$ cat src/rtl/op_pkg.sv
// Shared definitions for the op_integrator slice: default width,
// controller state encoding and signed saturation limits.
package op_pkg;

  // Default sample / accumulator width in bits (two's complement).
  localparam int WIDTH_DEFAULT = 19;

  // Signed saturation limits at the default width.
  localparam logic signed [WIDTH_DEFAULT-1:0] SAT_MAX = {1'b0, {(WIDTH_DEFAULT-1){1'b1}}};
  localparam logic signed [WIDTH_DEFAULT-1:0] SAT_MIN = {1'b1, {(WIDTH_DEFAULT-1){1'b0}}};

  // Controller states: wait for a frame, step through stages, publish result.
  typedef enum logic [1:0] {
    IDLE = 2'd0,
    ACC  = 2'd1,
    DONE = 2'd2
  } state_t;

endpackage

$ cat src/rtl/op_sat_adder.sv
// Combinational shared adder for the integrator stages.
// Optional feature macro: OP_INTEGRATOR_SAT_EN -- when defined the sum clamps
// to the signed range of WIDTH bits; otherwise it wraps modulo 2^WIDTH.
module op_sat_adder
  import op_pkg::*;
#(
  parameter int WIDTH = WIDTH_DEFAULT
) (
  input  logic signed [WIDTH-1:0] a,
  input  logic signed [WIDTH-1:0] b,
  output logic signed [WIDTH-1:0] sum
);

`ifdef OP_INTEGRATOR_SAT_EN
  localparam logic signed [WIDTH-1:0] MAX_VAL = {1'b0, {(WIDTH-1){1'b1}}};
  localparam logic signed [WIDTH-1:0] MIN_VAL = {1'b1, {(WIDTH-1){1'b0}}};

  logic signed [WIDTH:0] wide_sum;

  // One guard bit exposes overflow; clamp toward the sign of the true result.
  always_comb begin
    wide_sum = {a[WIDTH-1], a} + {b[WIDTH-1], b};
    if (wide_sum[WIDTH] != wide_sum[WIDTH-1]) begin
      sum = wide_sum[WIDTH] ? MIN_VAL : MAX_VAL;
    end else begin
      sum = wide_sum[WIDTH-1:0];
    end
  end
`else
  // Plain two's complement wrap.
  assign sum = a + b;
`endif

endmodule

$ cat src/rtl/op_integrator.sv
// Cascaded integrator: each frame strobe captures one sample, then the stages
// are updated one per cycle through a single shared adder, and the last stage
// is published on out with a one-cycle out_valid pulse.
// Optional feature macro: OP_INTEGRATOR_SAT_EN (saturating stage additions).
module op_integrator
  import op_pkg::*;
#(
  parameter int WIDTH  = WIDTH_DEFAULT,
  parameter int STAGES = 3
) (
  input  logic                    clk,
  input  logic                    rst,
  input  logic                    lr_clk,
  input  logic signed [WIDTH-1:0] in,
  output logic signed [WIDTH-1:0] out,
  output logic                    out_valid,
  output logic                    overrun
);

  localparam int KW = (STAGES > 1) ? $clog2(STAGES) : 1;
  localparam logic [KW-1:0] K_LAST = KW'(STAGES - 1);

  state_t                  state_reg, state_next;
  logic [KW-1:0]           k_reg;
  logic                    prev_lr_clk_reg;
  logic signed [WIDTH-1:0] sample_reg;
  logic signed [WIDTH-1:0] out_reg;
  logic                    out_valid_reg;
  logic                    overrun_reg;
  logic signed [WIDTH-1:0] acc_reg [STAGES];
  logic signed [WIDTH-1:0] addend  [STAGES];
  logic signed [WIDTH-1:0] sum;
  logic                    frame_start;
  logic                    capture;
  logic                    step;
  logic                    finish;

  assign frame_start = lr_clk & ~prev_lr_clk_reg;

  // Stage 0 integrates the captured sample; stage k integrates stage k-1,
  // which has already been refreshed earlier in the same frame.
  generate
    for (genvar gi = 0; gi < STAGES; gi++) begin : g_addend
      if (gi == 0) begin : g_first
        assign addend[gi] = sample_reg;
      end else begin : g_chain
        assign addend[gi] = acc_reg[gi-1];
      end
    end
  endgenerate

  op_sat_adder #(
    .WIDTH(WIDTH)
  ) u_adder (
    .a  (acc_reg[k_reg]),
    .b  (addend[k_reg]),
    .sum(sum)
  );

  // Controller state register.
  always_ff @(posedge clk) begin
    if (rst) begin
      state_reg <= IDLE;
    end else begin
      state_reg <= state_next;
    end
  end

  // Next-state and per-state control strobes.
  always_comb begin
    state_next = state_reg;
    capture    = 1'b0;
    step       = 1'b0;
    finish     = 1'b0;
    case (state_reg)
      IDLE: begin
        if (frame_start) begin
          capture    = 1'b1;
          state_next = ACC;
        end
      end
      ACC: begin
        step = 1'b1;
        if (k_reg == K_LAST) begin
          state_next = DONE;
        end
      end
      DONE: begin
        finish     = 1'b1;
        state_next = IDLE;
      end
      default: state_next = IDLE;
    endcase
  end

  // Datapath: edge history, sample capture, stage updates, output and overrun.
  always_ff @(posedge clk) begin
    if (rst) begin
      prev_lr_clk_reg <= 1'b0;
      k_reg           <= '0;
      sample_reg      <= '0;
      out_reg         <= '0;
      out_valid_reg   <= 1'b0;
      overrun_reg     <= 1'b0;
      for (int i = 0; i < STAGES; i++) begin
        acc_reg[i] <= '0;
      end
    end else begin
      prev_lr_clk_reg <= lr_clk;
      out_valid_reg   <= finish;
      if (capture) begin
        sample_reg <= in;
        k_reg      <= '0;
      end
      if (step) begin
        acc_reg[k_reg] <= sum;
        k_reg          <= k_reg + 1'b1;
      end
      if (finish) begin
        out_reg <= acc_reg[STAGES-1];
      end
      // A new frame arriving while busy is discarded; the flag stays set.
      if (frame_start && (state_reg != IDLE)) begin
        overrun_reg <= 1'b1;
      end
    end
  end

  assign out       = out_reg;
  assign out_valid = out_valid_reg;
  assign overrun   = overrun_reg;

endmodule

$ cat config.mk
export PLATFORM = sky130hd
export DESIGN_NAME = op_integrator
export DESIGN_NICKNAME = d
export VERILOG_FILES = /design/src/rtl/op_pkg.sv /design/src/rtl/op_sat_adder.sv /design/src/rtl/op_integrator.sv
export SDC_FILE = /design/constraint.sdc
export NUM_CORES = 1
export LEC_CHECK = 0
export ABC_AREA = 1
export CAP_MARGIN = 10
export CORE_ASPECT_RATIO = 1.25
export CORE_MARGIN = 3
export CORE_UTILIZATION = 55
export DETAILED_ROUTE_END_ITERATION = 8
export PLACE_DENSITY_LB_ADDON = 0.2
export SYNTH_ARGS = -nofsm -noshare
export SYNTH_HDL_FRONTEND = slang
export SYNTH_HIERARCHICAL = 1
export SYNTH_SLANG_ARGS = --single-unit
$ cat constraint.sdc
create_clock -name clk -period 3.2 [get_ports clk]
set_clock_uncertainty 0.05 [all_clocks]
set_input_delay 0.8 -clock clk [delete_from_list [all_inputs] [get_ports clk]]
set_output_delay 0.8 -clock clk [all_outputs]
set_load 0.02 [all_outputs]
==> qor.yml <==
slew_viol_final: 0
drt-pass1-iter-count: 5
grt_pass1_wl_mm: 26.85
largest_register_ffs: 76
synth-main-ff-cell: "edfxtp_1"
ant_nets: 0
post_synth_main_area_contributors: "edfxtp_1, dfxtp_1, nand2_1, nor2_1, a21oi_1"
worstHoldPathType: "register to register"
viasPerCell: 5.584
cts_buffers: 17
htreeDepth: 4
ctsRootBufferMaster: "clkbuf_16"
n_antenna_cell: 0
gp_congestion: 0.9195
clk_latency_ns: 0.42
cts_max_path_buffers: 2
critPathCaptureType: "register"
fp.dieH_um: 127.5
cp_max_fo: 38
crit_path_start_kind: "register"
fin_crit_sh: 0.9165
drtIter0Drc: 390
clk_pin_slew_ns: 0.05
drive_gt1_frac: 0.09825
powerDensity_nw_per_um2: 628.6
routed_wl_mm: 16.82
drc: 0
crit_arrival_ns: 3.03
synth_seq_cells: 123
synth_edf_count: 76
hold_depth: 2
num_rows: 43
power_leakage_nw: 3.278
fp.dieW_um: 103.2
stdcell_area_um2: 7631
fmax_mhz: 341.0
nNetsFinal: 888
maxSlewHeadroom: 0.5000
yosysMostFrequentCell: "nand2_1"
timing_worst_setup_path_type: "register to register"
ir_drop_v: 0.0002866
synthDistinctLibCells: 27
r2r_slack_ns: 0.27
synth_area_um2: 6494
ys_warn_count: 6
core_region_area_um2: 11300
start_util: 0.5748
syn_to_final_growth_pct: 17.51
postCtsHoldBufs: 0
maxCapViolCount: 0
grtUsageTotal: 0.2733
antenna_found_initial: 0
grt_max_degree: 39
seq_area_frac_synth: 0.4963
synthCells: 805
rsz0062_at_grt: "no"
synth_fp_nets: 850
finalSetupTns_ns: 0
cp_slowest_cell: "dfxtp_1"
rr_worst_depth: 17
io_pins: 43
final-hold-violation-count: 0
io_buffers: 42
crit_chain: "inv_1 -> buf_12 -> a21oi_1 -> a21oi_1 -> ha_1 -> inv_1 -> fa_1 -> inv_1 -> nand3_1 -> nand3_1 -> nand2_1 -> nand2_1 -> nand2_1 -> nand3_1 -> nand2_1 -> inv_1 -> nor2_2"
postSynth.asyncResetShare: 0
yosysTopAreaCell: "edfxtp_1"
cts_resized: 0
final_core_utilization: 0.6754
setup_viol: 0
cp_data_required_time_ns: 3.30
grt.overflow.total: 0
synthTopCellsByCount: "nand2_1, nor2_1, a21oi_1"
syn_area_per_cell_um2: 8.067
cts_tree: "built"
wl_per_cell_um: 16.99
critPathMaxStageDelay_ns: 0.43
vias: 5528
tightest_slew_ns: 0.7492
hpwl_mm: 11.45
netlist.area_leader.share: 0.3514
outcome: "finished clean"
cts_setup_buffers: 0
placedInstanceArea_um2: 7056
min_period_ns: 2.933
die-area_um2: 13150
grt_pass1_vias: 5343
cts_sinks: 123
[critical path: cells and delay by family (launching register included)]
kind            cells  cell delay [ns]
fa+ha+maj           2             0.62
compound gates      2             0.22
simple gates        8             0.67
buf+inv             5             0.68
flops               1             0.43
[layout make-up]
type                       count  area [µm²]
fill                         946        3667
timing repair buffer          60       593.1
clock inverter                10       125.1
clock buffer                  21       450.4
tap                          135       168.9
multi-input combinational    577        2830
sequential                   123        3223
inverter                      64       240.2
[kinds of logic (layout without fill, tap and decap cells)]
group           after synthesis  count (layout)  synth area share
simple gates                400             400            0.2653
compound gates              144             144            0.1116
xor+xnor                     10              10           0.01349
buf+inv                     105             155           0.06782
fa+ha+maj                    23              23           0.04547
flops                       123             123            0.4963
[metrics by stage]
step	hold slack [ns]	cells	setup WS, ns	power, mW
6_report	0.4240	990	0.2672	4.797
5_1_grt	0.4497	990	0.02933	5.021
4_1_cts	0.4288	990	0.2792	4.797
3_5_place_dp	0.4165	959	0.3142	2.909
3_3_place_gp	0.4060	959	0.3903	2.891
2_1_floorplan	0.3990	805	0.6163	2.622
[final timing paths]
check	from	end
worst min-delay path	sample_reg[10]	sample_reg[10]
worst min register to register	sample_reg[10]	sample_reg[10]
worst max register to register	register	acc_reg[2][12]
worst max-delay path	register	acc_reg[2][12]
[routing by layer]
| layer | wire (µm) | GRT usage | up-vias |
|---|---|---|---|
| met5 | 0 | 0 | - |
| met4 | 223 | 0.09070 | 0 |
| met3 | 1148 | 0.05079 | 20 |
| met2 | 8275 | 0.4435 | 231 |
| met1 | 7171 | 0.3671 | 2567 |
| li1 | - | - | 2710 |
[layout by cell type, fill, tap and decap left out, types with 22 or more instances in the layout]
master,n
edfxtp_1,76
dfxtp_1,47
nand2_1,159
o21ai_0,62
nor2_2,23
clkdlybuf4s50_1,42
nor2_1,151
inv_1,60
ha_1,22
nand3_1,34
a21oi_1,78
[power by group]
| group | total [mW] | internal (mW) | switching, mW |
|---|---|---|---|
| registers | 1.84 | 1.80 | 0.0466 |
| logic | 1.06 | 0.335 | 0.725 |
| clock network | 1.89 | 1.23 | 0.665 |
(Power assumes the default switching activity.)
